### config.mk
export PLATFORM = sky130hd
export DESIGN_NAME = loudness_meter_ph
export DESIGN_NICKNAME = d
export VERILOG_FILES = /design/src/rtl/loudness_meter_ph.sv
export SDC_FILE = /design/constraint.sdc
export NUM_CORES = 1
export LEC_CHECK = 0
export CAP_MARGIN = 20
export CORE_MARGIN = 2
export CORE_UTILIZATION = 60
export CTS_BUF_LIST = sky130_fd_sc_hd__clkbuf_8
export DETAILED_ROUTE_END_ITERATION = 12
export GPL_TIMING_DRIVEN = 0
export PLACE_DENSITY = 0.81
export RECOVER_POWER = 25
export SYNTH_ARGS = -nofsm -noshare
export SYNTH_HDL_FRONTEND = slang
export SYNTH_SLANG_ARGS = --single-unit
### constraint.sdc
create_clock -name clk -period 8.95 [get_ports clk]
set_input_delay 2.2375 -clock clk [delete_from_list [all_inputs] [get_ports clk]]
set_output_delay 2.2375 -clock clk [all_outputs]
set_load 0.005 [all_outputs]
### src/rtl/loudness_meter_ph.sv
// Audio loudness meter: |x| -> leaky-integrator envelope -> log2 level with
// peak-hold/decay, shown as a bar-graph LED word. 3-stage valid/ready pipeline.
module loudness_meter_ph #(
  parameter int unsigned DATA_W        = 16,
  parameter int unsigned NLEDS         = 16,
  parameter int unsigned ALPHA_SHIFT   = 4,
  parameter int unsigned HOLD_SAMPLES  = 4096,
  parameter int unsigned DECAY_SAMPLES = 512,
  localparam int unsigned LW           = $clog2(DATA_W + 1)
) (
  input  logic                     clk,
  input  logic                     arstn,
  input  logic                     clr,
  input  logic signed [DATA_W-1:0] data,
  input  logic                     data_valid,
  output logic                     data_ready,
  output logic [LW-1:0]            level,
  output logic [LW-1:0]            peak,
  output logic [NLEDS-1:0]         led,
  output logic                     out_valid,
  input  logic                     out_ready
);

  localparam int unsigned FW  = DATA_W - 1;
  localparam int unsigned AW  = DATA_W - 1 + ALPHA_SHIFT;
  localparam int unsigned HCW = (HOLD_SAMPLES > 1) ? $clog2(HOLD_SAMPLES) : 1;
  localparam int unsigned DCW = (DECAY_SAMPLES > 1) ? $clog2(DECAY_SAMPLES) : 1;

  typedef enum logic {ST_HOLD = 1'b0, ST_DECAY = 1'b1} pk_state_e;

  logic            s1_valid_q, s2_valid_q, out_valid_q;
  logic [FW-1:0]   s1_abs_q, s2_filt_q;
  logic [AW-1:0]   acc_q, acc_d;
  logic [LW-1:0]   level_q, peak_q;
  logic [NLEDS-1:0] led_q;
  pk_state_e       state_q;
  logic [HCW-1:0]  hold_q;
  logic [DCW-1:0]  decay_q;

  logic            s1_ready_c, s2_ready_c, s3_ready_c;
  logic [DATA_W-1:0] data_u_c;
  logic [FW-1:0]   neg_c, abs_c, filt_c;
  logic [AW-1:0]   acc_dec_c;
  logic [AW:0]     sum_c;
  logic [LW-1:0]   level_c, peak_upd_c;
  logic            load_c, dec_c;
  logic [NLEDS-1:0] led_c;

  // A stage accepts when it is empty or its content moves on this edge.
  assign s3_ready_c = out_ready | ~out_valid_q;
  assign s2_ready_c = s3_ready_c | ~s2_valid_q;
  assign s1_ready_c = s2_ready_c | ~s1_valid_q;
  assign data_ready = s1_ready_c & ~clr;

  assign out_valid = out_valid_q;
  assign level     = level_q;
  assign peak      = peak_q;
  assign led       = led_q;

  // Magnitude; the most negative code saturates to the largest positive one.
  always_comb begin
    data_u_c = data;
    neg_c    = ~data_u_c[FW-1:0] + FW'(1);
    abs_c    = data_u_c[FW-1:0];
    if (data_u_c[DATA_W-1]) begin
      abs_c = (data_u_c[FW-1:0] == '0) ? '1 : neg_c;
    end
  end

  always_ff @(posedge clk or negedge arstn) begin
    if (!arstn) begin
      s1_valid_q <= 1'b0;
      s1_abs_q   <= '0;
    end else if (clr) begin
      s1_valid_q <= 1'b0;
    end else if (s1_ready_c) begin
      s1_valid_q <= data_valid;
      if (data_valid) s1_abs_q <= abs_c;
    end
  end

  // Envelope: acc += abs - acc/2^ALPHA_SHIFT, clamped at all-ones.
  always_comb begin
    acc_dec_c = acc_q - (acc_q >> ALPHA_SHIFT);
    sum_c     = {1'b0, acc_dec_c} + {{(ALPHA_SHIFT + 1){1'b0}}, s1_abs_q};
    acc_d     = sum_c[AW] ? '1 : sum_c[AW-1:0];
    filt_c    = acc_d[AW-1:ALPHA_SHIFT];
  end

  always_ff @(posedge clk or negedge arstn) begin
    if (!arstn) begin
      s2_valid_q <= 1'b0;
      s2_filt_q  <= '0;
      acc_q      <= '0;
    end else if (clr) begin
      s2_valid_q <= 1'b0;
      acc_q      <= '0;
    end else if (s2_ready_c) begin
      s2_valid_q <= s1_valid_q;
      if (s1_valid_q) begin
        acc_q     <= acc_d;
        s2_filt_q <= filt_c;
      end
    end
  end

  // Level, updated peak and LED word for the sample entering stage 3.
  always_comb begin
    level_c = '0;
    for (int unsigned i = 0; i < FW; i++) begin
      if (s2_filt_q[i]) level_c = LW'(i + 1);
    end
    load_c = (level_c >= peak_q) && (level_c != '0);
    dec_c  = !load_c && (level_c < peak_q) && (state_q == ST_DECAY) &&
             (decay_q == DCW'(DECAY_SAMPLES - 1));
    peak_upd_c = peak_q;
    if (load_c)     peak_upd_c = level_c;
    else if (dec_c) peak_upd_c = peak_q - LW'(1);
    led_c = '0;
    for (int unsigned i = 0; i < NLEDS; i++) begin
      led_c[i] = (i < 32'(level_c)) || (32'(peak_upd_c) == i + 32'd1);
    end
  end

  always_ff @(posedge clk or negedge arstn) begin
    if (!arstn) begin
      out_valid_q <= 1'b0;
      level_q     <= '0;
      peak_q      <= '0;
      led_q       <= '0;
      state_q     <= ST_DECAY;
      hold_q      <= '0;
      decay_q     <= '0;
    end else if (clr) begin
      out_valid_q <= 1'b0;
      level_q     <= '0;
      peak_q      <= '0;
      led_q       <= '0;
      state_q     <= ST_DECAY;
      hold_q      <= '0;
      decay_q     <= '0;
    end else if (s3_ready_c) begin
      out_valid_q <= s2_valid_q;
      if (s2_valid_q) begin
        level_q <= level_c;
        peak_q  <= peak_upd_c;
        led_q   <= led_c;
        if (load_c) begin
          state_q <= ST_HOLD;
          hold_q  <= HCW'(HOLD_SAMPLES - 1);
          decay_q <= '0;
        end else if (level_c < peak_q) begin
          case (state_q)
            ST_HOLD: begin
              if (hold_q == '0) state_q <= ST_DECAY;
              else              hold_q  <= hold_q - HCW'(1);
            end
            ST_DECAY: begin
              if (decay_q == DCW'(DECAY_SAMPLES - 1)) decay_q <= '0;
              else                                    decay_q <= decay_q + DCW'(1);
            end
            default: state_q <= ST_DECAY;
          endcase
        end
      end
    end
  end

endmodule

Yosys cells after proc, flatten, opt, wreduce, memory -nomap -nowiden

Index checks and enable logic that the tools add are counted.

Add/subtract/negate cells: 6
Magnitude comparators: 18
Equality and inequality tests: 19
Muxes and demuxes: 59
Bitwise logic cells: 9
Reduce and logical (&&, ||, !) cells: 38

Operators with widths:

| kind                  | number |
|---|---|
| $mux 5                | 22 |
| $mux 12               | 7 |
| $mux 19               | 4 |
| $mux 9                | 7 |
| $mux 16               | 3 |
| $eq 5x4->1 const B    | 8 |
| $lt 4x5->1 const A    | 8 |
| $mux 15               | 2 |
| $add 19x15->20        | 1 |
| $eq 5x3->1 const B    | 4 |
| $lt 3x5->1 const A    | 4 |
| $sub 19x15->19        | 1 |
| $logic_or 1x1->1      | 16 |
| $add 15x1->15 const B | 1 |
| $logic_not 15->1      | 1 |
| $not 15->15           | 1 |
| $mux 1                | 14 |
| $logic_not 12->1      | 1 |
| $sub 12x1->12 const B | 1 |
| $eq 5x2->1 const B    | 2 |
| $lt 1x5->1 const A    | 2 |
| $lt 2x5->1 const A    | 2 |
| $reduce_bool 2->1     | 5 |
| $add 9x1->9 const B   | 1 |
| other kinds (19)      | 31 |

Register bits after elaboration: 100
Output and inout bits: 28

Logic depth before layout (Yosys ltp)

Depth after elaboration: 28
Mapped depth: 20
Mapped depth without buffers: 19

Worst setup path before layout

No wires, ideal clock.

Path type: input to output
Start: input out_ready
End: output data_ready
Data arrival time: 2701 ps
Required time: 6713 ps
Setup slack: 4011 ps
Cell stages on the path: 3
Path buffers: 0
Cells stage by stage: nor2b_1 -> and2_1 -> a21oi_1

Word-level cells in the longest chain between the ends: 4

Ends and longest elaborated chain:

| element            | RTL line | RTL |
|---|---|---|
| start: declaration | 21       | `input logic out_ready` |
| $or 1x1->1         | 50       | `assign s3_ready_c = out_ready \| ~out_valid_q;` |
| $or 1x1->1         | 51       | `assign s2_ready_c = s3_ready_c \| ~s2_valid_q;` |
| $or 1x1->1         | 52       | `assign s1_ready_c = s2_ready_c \| ~s1_valid_q;` |
| $and 1x1->1        | 53       | `assign data_ready = s1_ready_c & ~clr;` |
| end: declaration   | 16       | `output logic data_ready,` |

No other way between the ends.

Final worst setup path

Same ends and word-level chain as after synthesis.

==> summary by stage <==
Clock tree
The number of hold buffers added after CTS was 0. The maximum clock path buffer count is 2. The clock sink count is between 90 and 100. The number of buffers inserted during clock tree synthesis is 9. The post-CTS clock slew at the launch and capture registers of the worst setup and hold paths is 90 ps. The level count of the clock H-tree is 3.

At the later pin of the worst-skew pair, clock insertion delay measures 390 ps. The tree is rooted in a clkbuf_8. The number of buffers inserted by post-CTS setup repair is 0. Once the clock tree was built, the resizer swapped 0 gates to a different size.

TritonCTS built the clock tree.

Run
The number of max-cap violations is 1.

GRT
In the global route stage, overall resource usage came out at 0.287. The wire length of the first global-routing pass is 29.1 mm. The initial antenna violation count is 0. Entering global routing, the biggest net connects 69 pins.

The via count of the first global-routing pass is between 5000 and 6000. The total grt overflow is 0.

Timing
The setup TNS is 0 ps. The hold violation total from the final report is 0. Setup repair after global routing left no endpoint under its margin.

The final cycle utilization of the critical path is 0.659. The maximum clock frequency is between 150 and 200 MHz. The maximum clock skew at final layout is around 12 ps. At the pin with the least slew margin, the transition time is around 1800 ps. The final worst slack is between 3000 and 4000 ps. The setup violation total in the final timing report is 0. The worst slew margin relative to its limit is -0.203. The minimum clock period after layout is 5900 ps. The max-slew violation total from the final report was 32.

Detailed routing
For this run, design rule violations remaining after detail routing come to 0. After detailed routing, the average wire length per cell comes to 17.7 µm. The routed wire length is 17.4 mm. Detailed routing inserted a total of 6203 vias.

The detailed-route vias per instance is 6.31. The iteration count of the initial detailed-routing pass is 5. In this run the remaining antenna-violating nets after routing total 0. The first routing iteration left 569 violations.

Logic synthesis
Yosys attributes the largest share of cell area to dfrtp_1 36%, ha_1 7.1%, a21oi_1 6.1%, nor2_1 5.0%, xnor2_1 4.2%. The number of instances in the synthesized netlist is a little under 800. The cell type contributing the most total cell area after synthesis is dfrtp_1. When the netlist entered floorplanning its net count stood at 841. The post-synthesis register bit count is 99. Of the post-synthesis cell area, the dominant cell type holds 0.359. The synthesized design contains 0 enable-type register cells. In this run, distinct cell masters in the synthesized netlist total 71. The Yosys step of the flow raised 0 warnings. The post-synthesis sequential area ratio is 0.362. The post-synthesis instance area is approximately 0.0068 mm². The dominant synthesized flop cell is dfrtp_1. The async set or reset register ratio after synthesis is 1.00. The mean instance size in the synthesized netlist is 8.78 µm².

Setup path
The combined buffer and inverter count along the critical path is 2. Tracing the worst setup path back leads to its startpoint at out_ready. The highest-delay cell along the critical path is clkdlybuf4s50_1. The critical path goes through clkdlybuf4s50_1, nor2b_1, and2_1, a21oi_1, clkdlybuf4s50_1. Of all nets on the critical path, the largest fanout is 5. The depth of the most critical reg-to-reg path is 19.

The worst register-to-register path has a setup slack of 3760 ps. In this design, the stage delay of the slowest critical-path cell is 520 ps. In this run the critical register-to-register path is captured at acc_q[18]. The worst setup path is launched from an input pin.

The classification of the worst setup path is in2out. Among the stages of the critical path, the cell type that occurs most often is clkdlybuf4s50_1. The data required time of the worst path is 6710 ps. The reg-to-reg critical path startpoint is acc_q[5].

The capturing element type of the critical path is a primary output. Data arrives at the worst endpoint at ~3700 ps. The cell class contributing the biggest share of worst-path delay is buffers and inverters.

Final layout
The number of antenna diodes in the final layout is 0. The final cell count without fillers is 983. In the final layout, the share of cells above drive strength 1 is 0.0569.

The final layout contains 900 nets. For this run, the share of the core covered by cells in the final layout is 0.699. The fill cell total of the finished layout is 873. From synthesis to final layout, the design area changed by 12.3%.

Floorplan
The initial cell density of the core is 0.623. The I/O pin count is 49. The area enclosed by the die boundary is 0.0123 mm². The height of the die is 111 µm. The core footprint is ~0.011 mm². The die is 111 µm wide. The row count is 38.

Run status
The run finished, with violations left. The checks that failed: capacitance limit, slew limit.

Placement
The global placer's final weighted congestion is 0.921. In this run the tool buffered the top-level ports with 46 buffer cells. In this run, placement finished with an instance count of 966. The setup slack at placement is around 3000 ps. Once detailed placement completed, the half-perimeter wirelength came to 13.2 mm.

Min path
In this run the worst hold path is classified as reg2reg. Counting instances, the worst hold path has a depth of 1. The path with the worst hold slack has its endpoint at level[3].

In this run the most critical hold path is launched from level[3].
[layout make-up]
type | instances | area (µm²) | share of cell area
well taps | 140 | 175 | 0.0228
repair buffers | 48 | 487 | 0.0634
clock buffers | 11 | 151 | 0.0197
plain buffers | 31 | 129 | 0.0168
multi-input cells | 603 | 4060 | 0.529
clock inverters | 5 | 28.8 | 0.00375
inverters | 46 | 173 | 0.0225
flip-flops and latches | 99 | 2480 | 0.323
[synthesized netlist by cell type, types with 4 or more instances]
master / number
clkbuf_1: 27
a311oi_1: 12
o21a_1: 14
a21o_1: 15
nand2_1: 46
nand3_1: 8
or4_1: 4
a211oi_1: 15
o211ai_1: 6
o31a_1: 7
xor2_1: 15
inv_1: 46
nand2b_1: 8
or3_1: 14
mux2i_1: 9
a21oi_1: 84
nor2b_1: 6
xnor2_1: 33
and3_1: 10
nor3_1: 19
dfrtp_1: 98
nor2_1: 91
o21bai_1: 5
nand3b_1: 6
nor3b_1: 5
or2_2: 7
o32ai_1: 5
o22a_1: 5
o22ai_1: 18
o31ai_1: 9
a31oi_1: 5
o21ai_0: 31
ha_1: 39
[cell families after synthesis]
| kind of cell | synth area share |
|---|---|
| mux | 0.0181 |
| flops | 0.362 |
| compound gates | 0.259 |
| buf+inv | 0.0441 |
| fa+ha+maj | 0.0772 |
| xor+xnor | 0.0655 |
| simple gates | 0.173 |
| other cells | 0.000548 |
[how the worst max path moves through the flow]
stage	end	slack (ps)	depth (start not counted)
after floorplan	data_ready	4010	3
after detailed placement	data_ready	3040	5
after global routing	data_ready	2970	5
final	data_ready	3050	5
after global placement	decay_q[4]	2050	1
after CTS	data_ready	3040	5
[sequential cells by signal (all words and copies together), names as in the netlist]
name / flops
state_q: 1
s2_valid_q: 1
out_valid: 1
level: 4
s1_valid_q: 1
s2_filt_q: 15
led: 16
decay_q: 9
acc_q: 19
s1_abs_q: 15
peak: 5
hold_q: 12
[per-layer routing]
metal / GRT usage / up-vias / wire (µm)
li1: - / 2960 / -
met1: 0.399 / 2972 / 7800
met2: 0.467 / 249 / 8140
met3: 0.0366 / 22 / 1140
met4: 0.0942 / 0 / 347
met5: 0 / - / 0
[cell usage in the layout, fill, tap and decap left out, types with 7 or more instances in the layout]
master,instances
xnor2_1,33
nand2_1,46
and3_1,10
clkdlybuf4s50_1,45
nor2_1,91
nand2b_1,8
o31a_1,7
xor2_1,15
or3_1,14
nor3_1,19
o22ai_1,18
a21o_1,15
o21a_1,14
inv_1,47
clkbuf_8,11
mux2i_1,9
a211oi_1,15
or2_2,7
dfrtp_1,98
nand3_1,8
o31ai_1,9
ha_1,39
a311oi_1,12
clkbuf_1,28
o21ai_0,31
a21oi_1,84
[metrics by stage]
| step | area [µm²] | hold slack [ps] |
|---|---|---|
| 2_1_floorplan | 6840 | 461 |
| 3_3_place_gp | 7480 | 481 |
| 3_5_place_dp | 7500 | 493 |
| 4_1_cts | 7680 | 514 |
| 5_1_grt | 7680 | 532 |
| 6_report | 7680 | 510 |
Power is left out: the tool's default activity adds up to more than one toggle a clock period on the data nets, which glitch-free logic cannot reach.
